**config.mk**
```make
export PLATFORM = sky130hd
export DESIGN_NAME = us_frame_wr
export DESIGN_NICKNAME = d
export VERILOG_FILES = /design/src/rtl/us_frame_wr.sv
export SDC_FILE = /design/constraint.sdc
export NUM_CORES = 1
export LEC_CHECK = 0
export BUFFER_PORTS_ARGS = -buffer_cell sky130_fd_sc_hd__buf_2
export CAP_MARGIN = 10
export CORE_MARGIN = 3
export CORE_UTILIZATION = 32
export DETAILED_ROUTE_END_ITERATION = 10
export GPL_TIMING_DRIVEN = 0
export PLACE_DENSITY = 0.58
export SLEW_MARGIN = 20
export SYNTH_ARGS = -nofsm -noshare
export SYNTH_HDL_FRONTEND = slang
export SYNTH_SLANG_ARGS = --single-unit
```
**constraint.sdc**
```tcl
create_clock -name clk -period 3.05 [get_ports clk]
set_input_delay 0 -clock clk [delete_from_list [all_inputs] [get_ports clk]]
set_output_delay 0 -clock clk [all_outputs]
set_load 0.1 [all_outputs]
```
**src/rtl/us_frame_wr.sv**
```systemverilog
// Record writer: frames header, packed data, trailer and checksum into one bank of a
// ping-pong dual-port buffer, with bank flip on every frame sync.
module us_frame_wr #(
    parameter int HDR_WORDS = 5,
    parameter int ADDR_W    = 10,
    parameter int LEN_W     = 11,
    parameter int CH_W      = 3
) (
    input  logic                      clk,
    input  logic                      rst_n,
    input  logic                      i_sync,
    input  logic                      i_sub_sync,
    input  logic [CH_W-1:0]           i_sub_channel,
    input  logic [32*HDR_WORDS-1:0]   i_hdr,
    input  logic [LEN_W-1:0]          i_scan_len,
    input  logic [31:0]               i_in_data,
    input  logic                      i_in_vld,
    output logic [ADDR_W:0]           o_wr_addr,
    output logic [31:0]               o_wr_data,
    output logic                      o_wr_en,
    output logic                      o_bank,
    output logic                      o_busy,
    output logic                      o_done,
    output logic                      o_ovf
);

    typedef enum logic [2:0] {
        ST_IDLE = 3'd0,
        ST_HDR  = 3'd1,
        ST_DATA = 3'd2,
        ST_TRL0 = 3'd3,
        ST_TRL1 = 3'd4
    } state_t;

    state_t                  state_r, state_s;
    logic [3:0]              hdr_idx_r;
    logic [32*HDR_WORDS-1:0] hdr_r;
    logic [CH_W-1:0]         ch_r;
    logic [LEN_W-1:0]        len_r, cnt_r, cnt_inc_s;
    logic [31:0]             sum_r;
    logic [7:0]              seq_r;
    logic [ADDR_W-1:0]       ptr_r;
    logic                    bank_r, ovf_r, done_r, busy_r, wr_en_r;
    logic [ADDR_W:0]         wr_addr_r;
    logic [31:0]             wr_data_r;
    logic                    wr_req_s, drop_s, full_s, wr_go_s;
    logic [31:0]             word_s;

    function automatic logic [31:0] trailer_word(input logic ovf, input logic [CH_W-1:0] ch,
                                                 input logic [7:0] seq, input logic [LEN_W-1:0] cnt);
        return {ovf, 7'(ch), seq, 16'(cnt)};
    endfunction

    assign cnt_inc_s = cnt_r + LEN_W'(1);
    // The last buffer word is never written: reaching it marks the bank full.
    assign full_s    = (ptr_r == {ADDR_W{1'b1}});
    assign wr_go_s   = wr_req_s & ~full_s;

    // State register and busy flag aligned with it.
    always_ff @(posedge clk or negedge rst_n) begin
        if (!rst_n) begin
            state_r <= ST_IDLE;
            busy_r  <= 1'b0;
        end else begin
            state_r <= state_s;
            busy_r  <= (state_s != ST_IDLE);
        end
    end

    // Next-state logic; a record start overrides everything, a frame sync aborts.
    always_comb begin
        state_s = state_r;
        if (i_sub_sync) begin
            state_s = ST_HDR;
        end else if (i_sync) begin
            state_s = ST_IDLE;
        end else begin
            case (state_r)
                ST_IDLE: state_s = ST_IDLE;
                ST_HDR: begin
                    if (hdr_idx_r == 4'(HDR_WORDS - 1)) begin
                        state_s = (len_r == '0) ? ST_TRL0 : ST_DATA;
                    end else begin
                        state_s = ST_HDR;
                    end
                end
                ST_DATA: begin
                    if (i_in_vld && (cnt_inc_s == len_r)) begin
                        state_s = ST_TRL0;
                    end else begin
                        state_s = ST_DATA;
                    end
                end
                ST_TRL0: state_s = ST_TRL1;
                ST_TRL1: state_s = ST_IDLE;
                default: state_s = ST_IDLE;
            endcase
        end
    end

    // Output decode: which word (if any) goes to the buffer this cycle.
    always_comb begin
        wr_req_s = 1'b0;
        drop_s   = 1'b0;
        word_s   = 32'd0;
        if (i_sync || i_sub_sync) begin
            wr_req_s = 1'b0;
        end else begin
            case (state_r)
                ST_HDR: begin
                    wr_req_s = 1'b1;
                    word_s   = hdr_r[32*HDR_WORDS-1 -: 32];
                    drop_s   = i_in_vld;
                end
                ST_DATA: begin
                    wr_req_s = i_in_vld;
                    word_s   = i_in_data;
                end
                ST_TRL0: begin
                    wr_req_s = 1'b1;
                    // seq was already advanced on entry, so the record's own number is one back
                    word_s   = trailer_word(ovf_r, ch_r, seq_r - 8'd1, cnt_r);
                end
                ST_TRL1: begin
                    wr_req_s = 1'b1;
                    word_s   = sum_r;
                end
                default: begin
                    wr_req_s = 1'b0;
                end
            endcase
        end
    end

    // Frame-level state: pointer, bank, overrun flag and record sequence number.
    always_ff @(posedge clk or negedge rst_n) begin
        if (!rst_n) begin
            ptr_r  <= '0;
            bank_r <= 1'b0;
            ovf_r  <= 1'b0;
            seq_r  <= 8'd0;
        end else if (i_sync) begin
            ptr_r  <= '0;
            bank_r <= ~bank_r;
            ovf_r  <= 1'b0;
            seq_r  <= 8'd0;
        end else begin
            if (wr_go_s) begin
                ptr_r <= ptr_r + ADDR_W'(1);
            end
            if ((wr_req_s && full_s) || drop_s) begin
                ovf_r <= 1'b1;
            end
            if ((state_s == ST_TRL0) && (state_r != ST_TRL0)) begin
                seq_r <= seq_r + 8'd1;
            end
        end
    end

    // Per-record context latched on the record start pulse.
    always_ff @(posedge clk or negedge rst_n) begin
        if (!rst_n) begin
            ch_r      <= '0;
            hdr_r     <= '0;
            len_r     <= '0;
            cnt_r     <= '0;
            sum_r     <= 32'd0;
            hdr_idx_r <= 4'd0;
            done_r    <= 1'b1;
        end else if (i_sub_sync) begin
            ch_r      <= i_sub_channel;
            hdr_r     <= i_hdr;
            len_r     <= i_scan_len;
            cnt_r     <= '0;
            sum_r     <= 32'd0;
            hdr_idx_r <= 4'd0;
            done_r    <= 1'b0;
        end else begin
            if (state_r == ST_HDR) begin
                hdr_idx_r <= hdr_idx_r + 4'd1;
                hdr_r     <= hdr_r << 6'd32;
            end
            if ((state_r == ST_DATA) && i_in_vld) begin
                cnt_r <= cnt_inc_s;
                sum_r <= sum_r + i_in_data;
            end
            if ((state_r == ST_TRL1) && !i_sync) begin
                done_r <= 1'b1;
            end
        end
    end

    // Registered buffer write port.
    always_ff @(posedge clk or negedge rst_n) begin
        if (!rst_n) begin
            wr_en_r   <= 1'b0;
            wr_addr_r <= '0;
            wr_data_r <= 32'd0;
        end else begin
            wr_en_r <= wr_go_s;
            if (wr_go_s) begin
                wr_addr_r <= {bank_r, ptr_r};
                wr_data_r <= word_s;
            end
        end
    end

    assign o_wr_en   = wr_en_r;
    assign o_wr_addr = wr_addr_r;
    assign o_wr_data = wr_data_r;
    assign o_bank    = bank_r;
    assign o_busy    = busy_r;
    assign o_done    = done_r;
    assign o_ovf     = ovf_r;

endmodule

```
# After elaboration in Yosys (flattened, before gate mapping)
# Index checks and enable logic that the tools add are counted.
# W data, S select, Z words.
# totals
reg_bits	290
input_bits	211
out_inout_bits	48
elab_cells	79
# classes
addsub	6
n_eq_ne	9
mux	28
n_bitwise	3
reduce_logical	17
# op_table
operator	n
$mux W160	2
$pmux W32 S4	1
$mux W32	3
$add A32 B32 Y32	1
$mux W11	2
$mux W10	2
$mux W8	2
$reduce_bool A2 Y1	6
$add A11 B1 Y11 const B	1
$eq A11 B11 Y1	1
$logic_not A11 Y1	1
$add A10 B1 Y10 const B	1
$eq A10 B10 Y1 const B	1
$eq A3 B2 Y1 const B	3
$mux W1	9
$pmux W3 S3	1
$add A8 B1 Y8 const B	1
$mux W4	2
$sub A8 B1 Y8 const B	1
$mux W3	2
$logic_and A1 B1 Y1	5
$add A4 B1 Y4 const B	1
$eq A4 B3 Y1 const B	1
$eq A3 B1 Y1 const B	1
other kinds (10)	12

# Logic depth before layout (Yosys ltp)
# Gate-level depths: netlist of run 1.
# depth
ltp_word	11
ltp_mapped	11

# Worst setup path after synthesis of run 1
# OpenSTA, ideal clock, no wires.
# synth_timing
path_type	register -> register
start	register cnt_r[0]
end	register seq_r[7]
setup_time_ns	0.136
arrival_ns	2.568
required_ns	2.914
path_slack_ns	0.346
stages_incl_launch_ff	10
synth_period_minus_slack_ns	2.704
path_cell_list	dfrtp_1 > ha_1 > nand4_2 > or3_1 > a2111oi_4 > o2111ai_2 > o31ai_4 > nand2_1 > o311ai_1 > o41ai_1
# synth_between
elab_chain_cells	10
# synth_lines
element	line	text
start: declaration	39	logic [LEN_W-1:0] len_r, cnt_r, cnt_inc_s;
start signal: assignment	184	cnt_r <= cnt_inc_s;
$add A11 B1 Y11	54	assign cnt_inc_s = cnt_r + LEN_W'(1);
$eq A11 B11 Y1	88	if (i_in_vld && (cnt_inc_s == len_r)) begin
$logic_and A1 B1 Y1	88	
$mux W1	88	
$pmux W3 S3	78	case (state_r)
$mux W3	75	end else if (i_sync) begin
$mux W3	73	if (i_sub_sync) begin
via state_s[0]	35	state_t state_r, state_s;
$eq A3 B2 Y1	154	if ((state_s == ST_TRL0) && (state_r != ST_TRL0)) begin
$logic_and A1 B1 Y1	154	
$reduce_bool A2 Y1 (no line)	n/a	
end signal: assignment	155	seq_r <= seq_r + 8'd1;
end: declaration	41	logic [7:0] seq_r;
# The timed path passes the listed nets, and every way through them passes these cells.
# A chain may end at the register's enable or synchronous reset.

# Worst setup path in the final report of run 1
# layout_timing
start	register state_r[2]
end	register sum_r[7]
# layout_between
elab_chain_cells	3
# layout_lines
element	line	text
start: declaration	35	
start signal: assignment	65	state_r <= state_s;
$eq A3 B2 Y1	183	if ((state_r == ST_DATA) && i_in_vld) begin
$logic_and A1 B1 Y1	183	
$reduce_bool A2 Y1 (no line)	n/a	
end signal: assignment	185	sum_r <= sum_r + i_in_data;
end: declaration	40	logic [31:0] sum_r;
# Every way passes these cells.

==> qor.yml, run 1 <==
clk_latency_ps: 550
ios: 259
hp-start: "i_in_data[3]"
die_w_um: 223
whs_ps: 38.1
synth-async-reset-ratio_pct: 100
drv_cap: 0
cts_inserted_buffers: 35
ff2ff_setup_slack_ps: 130
seq_power_share_pct: 40.2
drt_pass1_iterations: 7
synth_ff_type: "dfrtp_1"
fmax_ghz: 0.342
wl_um: 57500
drive_gt1_share_pct: 18.0
tritoncts: "yes"
status: "completed"
hold_end: "o_wr_data[3]"
crit_path_max_fanout: 10
drc: 0
netSwitchingFraction_pct: 32.9
min_period_ps: 2920
hold_class: "input pin to register"
wl_per_cell_um: 21.3
slew_headroom_pct: 35.8
period_share_pct: 95.8
fin_skew_ps: 31.4
drt_iter0_drc: 993
hold_viol: 0
layout_common_cells: "dfrtp_1 (287), nand2_1 (268), buf_2 (266)"
syn_avg_cell_area_sq_um: 9.51
regToRegEndpoint: "sum_r[7]"
rows: 78
worstMarginPinSlew_ps: 963
cp-end-kind: "register"
numClockSinks: 290
clkTransAtPathRegs_ps: 60
vias: 14200
fp.coreArea_sq_mm: 0.0460
synth.net_count: 1833
grt_pass1_vias: 14600
tns_ps: 0
intPower_w: 0.00749
overflow: 0
grt_max_degree: 88
nets: 2325
worstHoldPathCells: 4
synth_warnings: 0
p_switching_w: 0.00367
seq_area_frac_synth_pct: 48.2
dp_slack_ps: -486
report.final.slew_viol_count: 0
place_congestion: 0.941
synth_area_sq_mm: 0.0151
grt_pass1_wl_um: 88300
dp.cells: 2444
io_buffers: 257
p_per_area_mw_per_mm2: 549
stdcell_count: 2702
layout_setup_ws_ps: 128
cts_root_buf: "clkbuf_16"
power_frac_clock_pct: 37.8
clk_path_buf_depth: 3
finalPower_w: 0.0112
area.growth.synth_to_final_pct: 35.1
startpoint_type: "register"
rsz0062_at_grt: "no"
rr_startpoint: "state_r[2]"
antenna_found_initial: 2
comb_power_share_pct: 21.9
worstPathRequired_ps: 3510
synth_seq_cells: 290
start_util_pct: 32.8
worstRegToRegCells: 7
synth_cell_types: 67
vdd_drop_max_uv: 472
die_h_um: 223
p_leak_nw: 9.44
ant_nets: 0
arrival_ps: 3380
synth_edf_count: 0
dieArea_sq_mm: 0.0497
layout_commonest_cell: "dfrtp_1"
setup_viol: 0
grt_usage_pct: 22.9
htree_num_levels: 2
synthCells: 1584
critPathKind: "register to register"
dp_hpwl_um: 43200
avgViaCountPerCell: 5.25
-- power by group through the flow --
stage               combinational, W  clock (W)  sequential [W]
finish                       0.00245    0.00423         0.00449
global route                 0.00262    0.00448         0.00454
CTS                          0.00245    0.00433         0.00449
detailed placement           0.00225          0         0.00456
global placement             0.00221          0         0.00455
floorplan                   0.000744          0         0.00527
-- synthesized netlist by cell type (all sizes together) (3+ instances only) --
master | count | share of area [%]
a211oi | 9 | 0.45
a21boi | 3 | 0.15
a21o | 14 | 0.70
a21oi | 104 | 3.5
a221oi | 4 | 0.23
a222oi | 7 | 0.47
a22oi | 26 | 1.3
a31oi | 6 | 0.25
and2 | 4 | 0.17
and3 | 8 | 0.33
buf | 29 | 0.77
clkbuf | 79 | 2.0
dfrtp | 289 | 48
ha | 37 | 3.1
inv | 15 | 0.37
mux2 | 23 | 1.7
mux2i | 144 | 9.6
nand2 | 269 | 6.7
nand2b | 6 | 0.25
nand3 | 18 | 0.63
nand3b | 6 | 0.30
nand4 | 12 | 0.54
nor2 | 102 | 2.5
nor2b | 12 | 0.50
nor3 | 19 | 0.63
nor3b | 8 | 0.40
nor4 | 3 | 0.22
o211ai | 6 | 0.30
o21a | 13 | 0.65
o21ai | 190 | 6.3
o21bai | 4 | 0.20
o221ai | 11 | 0.64
o41ai | 4 | 0.23
or3 | 13 | 0.54
xnor2 | 34 | 2.0
xor2 | 20 | 1.2
-- flip-flops by register name, summed over array words and instances (netlist names) --
register   flops
o_done         1
ch_r           3
sum_r         32
seq_r          8
o_wr_en        1
hdr_idx_r      4
o_ovf          1
hdr_r        160
o_wr_addr     11
cnt_r         11
o_busy         1
len_r         11
ptr_r         10
o_wr_data     32
state_r        3
o_bank         1
-- timing repair --
| action | 4_1_cts | 5_1_grt |
|---|---|---|
| resized for setup | 16 | 17 |
| pin swaps | 1 | 3 |
| setup endpoints to repair | 90 | 98 |
| endpoints found under the hold margin | 410 | 0 |
| hold buffers | 192 | 0 |
| setup buffers | 2 | 1 |
-- metal layers --
metal	up-vias	routed length (um)	global-route usage (%)
li1	6607	-	-
met1	6879	24100	29.7
met2	581	26800	37.3
met3	122	4110	4.87
met4	2	2460	9.25
met5	-	13	0
-- worst max-delay path by stage --
stage                    start             to  slack (ps)  depth (start not counted)
finish              state_r[2]       sum_r[7]         130                          7
detailed placement  state_r[2]  o_wr_data[28]        -490                          9
global placement         rst_n      hdr_r[17]       -3770                          1
global route         sum_r[10]      sum_r[29]          20                          9
floorplan             cnt_r[0]       seq_r[7]         350                          9
CTS                 state_r[2]  o_wr_data[15]          10                          9
-- through the flow --
stage | cell area (sq um) | util, %
after floorplan | 15100 | -
after global placement | 17100 | 37.2
after detailed placement | 17200 | 37.4
after CTS | 20300 | 44.2
after global routing | 20300 | 44.3
final | 20300 | 44.3
-- logic make-up after synthesis --
| family | Yosys count | synth area share (%) |
|---|---|---|
| AO/OA/AOI/OAI | 422 | 16.8 |
| adder cells (fa/ha/maj) | 38 | 3.21 |
| AND/OR/NAND/NOR | 490 | 14.3 |
| multiplexers | 167 | 11.3 |
| buffers and inverters | 123 | 3.11 |
| flip-flops | 290 | 48.2 |
| XOR/XNOR | 54 | 3.14 |
-- cell type report --
| type | instances | area, sq um |
|---|---|---|
| fill | 4438 | 25600 |
| multi-input combinational | 1171 | 7380 |
| sequential | 290 | 7260 |
| timing repair buffer | 455 | 3320 |
| clock buffer | 51 | 996 |
| tap | 600 | 751 |
| buffer | 108 | 434 |
| clock inverter | 10 | 148 |
| inverter | 15 | 56.3 |
| antenna | 2 | 5.00 |
-- critical path, stage by stage, from the launching register on --
cell	delay, ps
dfrtp_1	400
clkbuf_2	210
nand2b_1	350
nor3b_2	610
clkbuf_2	450
buf_1	460
nand3_1	180
a21oi_1	180
Note: power is estimated with default switching activity, not from simulation.
==> run 2, diff against run 1 <==
GPL_ROUTABILITY_DRIVEN = 0   (was default)
REMOVE_ABC_BUFFERS = 1   (was default)
==> run 2 against run 1 <==
- maximum frequency down 1.9%
- combinational power up 3%
- global-route usage down 4.1 points
- via count down 4.6%
==> qor.yml, run 2 (same netlist as run 1, synthesis figures left out) <==
cts_root_buf: "clkbuf_16"
worstRegToRegCells: 10  # +3
largest_reg_flops: 160  # unchanged
antenna_found_initial: 14  # +12
drive_gt1_share_pct: 19.2  # +1.3 points
clk_path_buf_depth: 3  # unchanged
setup_viol: 0  # unchanged
avgViaCountPerCell: 4.98  # -5.2%
cts_inserted_buffers: 36  # +2.9%
grt_pass1_vias: 13800  # -4.9%
critPathKind: "register to register"
io_buffers: 258  # +0.39%
worstMarginPinSlew_ps: 1020  # +60.5 ps
vias: 13500  # -4.6%
fp.coreArea_sq_mm: 0.0460  # unchanged
worstHoldPathCells: 5  # +1
dieArea_sq_mm: 0.0497  # unchanged
hold_end: "o_wr_data[27]"
grt_usage_pct: 18.8  # -4.1 points
report.final.slew_viol_count: 0  # unchanged
dp_slack_ps: -1360  # -871 ps
p_leak_nw: 9.82  # +4.0%
drv_cap: 0  # unchanged
worstPathRequired_ps: 3510  # about the same
ios: 259  # unchanged
arrival_ps: 3430  # +50 ps
layout_commonest_cell: "dfrtp_1"
grt_pass1_wl_um: 75700  # -14%
seq_power_share_pct: 40.2  # about the same
netSwitchingFraction_pct: 32.3  # -0.57 points
ff2ff_setup_slack_ps: 70  # -60 ps
rows: 78  # unchanged
min_period_ps: 2980  # +56.3 ps
hp-start: "i_in_data[27]"
dp_hpwl_um: 30200  # -30%
drt_pass1_iterations: 9  # +2
numClockSinks: 290  # unchanged
comb_power_share_pct: 22.9  # +1.0 points
vdd_drop_max_uv: 642  # +36%
cp-end-kind: "register"
cp.buffers_inverters: 2  # -1
cpLargestDelayFamily: "compound AO/OA/AOI/OAI gates"
finalPower_w: 0.0110  # -1.1%
drc: 0  # unchanged
grt_max_degree: 138  # +57%
slowest_stage: "dfrtp_4"
intPower_w: 0.00747  # -0.30%
rsz0062_at_grt: "yes"
fmax_ghz: 0.336  # -1.9%
period_share_pct: 97.7  # +1.8 points
power_frac_clock_pct: 36.9  # -0.9 points
die_h_um: 223  # unchanged
ant_nets: 0  # unchanged
die_w_um: 223  # unchanged
hold_class: "input pin to register"
largest-register: "hdr_r"
design_area_sq_mm: 0.0213  # +4.7%
htree_num_levels: 2  # unchanged
slew_headroom_pct: 31.6  # -4.2 points
place_area_sq_mm: 0.0173  # +0.58%
p_per_area_mw_per_mm2: 518  # -5.6%
wl_um: 47400  # -18%
clk_latency_ps: 550  # about the same
area.growth.synth_to_final_pct: 41.4
drt_iter0_drc: 833  # -16%
wl_per_cell_um: 17.4  # -18%
nets: 2332  # +0.30%
postLayoutCoreUtil_pct: 46.4  # +2.1 points
crit_path_max_fanout: 21  # +11
layout_setup_ws_ps: 71.5  # -56.3 ps
clkTransAtPathRegs_ps: 60  # about the same
layout_common_cells: "dfrtp_1 (285), nand2_1 (268), dlygate4sd3_1 (266)"
tritoncts: "yes"
critical-path-max-stage-delay_ps: 630  # +20 ps
path_cells: "nor2b_4, nand3b_1, buf_8, buf_6, a2111oi_4, o2111ai_2, o31ai_4, nand3_2, or3_1, a21oi_1"
overflow: 0  # unchanged
hold_viol: 0  # unchanged
status: "completed"
regToRegEndpoint: "seq_r[6]"
rr_startpoint: "state_r[2]"
startpoint_type: "register"
p_switching_w: 0.00357  # -2.8%
fin_skew_ps: 17.0  # -14.4 ps
start_util_pct: 32.8  # unchanged
run 2: cell types whose count changed in the layout (fill, tap and decap cells not counted), moves of 4 or more:
cell	delta
clkbuf_2	-10
dlygate4sd3_1	+74
diode_2	+8
buf_1	-17
buf_16	+12
nor2b_4	+4
buf_2	-10
buf_6	+5
buf_4	+16
clkbuf_1	-69
nor2b_1	-5
run 2: power groups by stage:
stage | sequential [W] | combinational [W] | clock (W)
global route | 0.00449 | 0.00271 | 0.00439
global placement | 0.00451 | 0.00229 | 0
detailed placement | 0.00451 | 0.00222 | 0
floorplan | 0.00528 | 0.000773 | 0
finish | 0.00444 | 0.00252 | 0.00408
CTS | 0.00445 | 0.00251 | 0.00423
run 2: per-stage QoR:
| step | hold slack [ps] | TNS [ps] | cells |
|---|---|---|---|
| finish | 18.2 | 0 | 2719 |
| global route | 58.1 | -19.2 | 2717 |
| CTS | 9.24 | -3.22 | 2700 |
| detailed placement | -75.5 | -40930 | 2358 |
| global placement | 207 | -3612290 | 2334 |
| floorplan | -296 | -1296080 | 1476 |
run 2: worst max-delay path by stage:
stage | start | endpoint | slack [ps] | cells after the start
global placement | state_r[0] | seq_r[7] | -14460 | 7
global route | sum_r[0] | sum_r[26] | -20 | 10
detailed placement | state_r[1] | seq_r[4] | -1360 | 10
finish | state_r[2] | seq_r[6] | 70 | 10
CTS | state_r[0] | seq_r[6] | -3 | 10
floorplan | state_r[0] | seq_r[7] | -9030 | 7
run 2: final cells by class:
cell class                      count  area (sq um)
Antenna cell                       10          25.0
Clock buffer                       54          1050
Clock inverter                     10          62.6
Fill cell                        4205         24700
Inverter                           15          56.3
Multi-Input combinational cell   1172          7420
Sequential cell                   290          7270
Tap cell                          600           751
Timing Repair Buffer              568          4680
run 2: tightest hold or removal path, delay by kind of cell:
family | cells | cell delay [ps]
AND/OR/NAND/NOR | 1 | 150
buffers and inverters | 1 | 90
AO/OA/AOI/OAI | 3 | 270
run 2: timing repair:
action / 4_1_cts / 5_1_grt
pin swaps: 2 / 2
endpoints found under the setup margin: 172 / 9
cloned: 1 / 0
setup buffers: 10 / 9
hold buffers: 267 / 0
hold endpoints to repair: 521 / 0
resized for setup: 7 / 7
run 2: metal layers:
metal,GRT usage [%],wire length (um)
met2,30.4,22300
met5,0,48
met4,6.23,1320
met1,24.8,21000
met3,4.50,2660
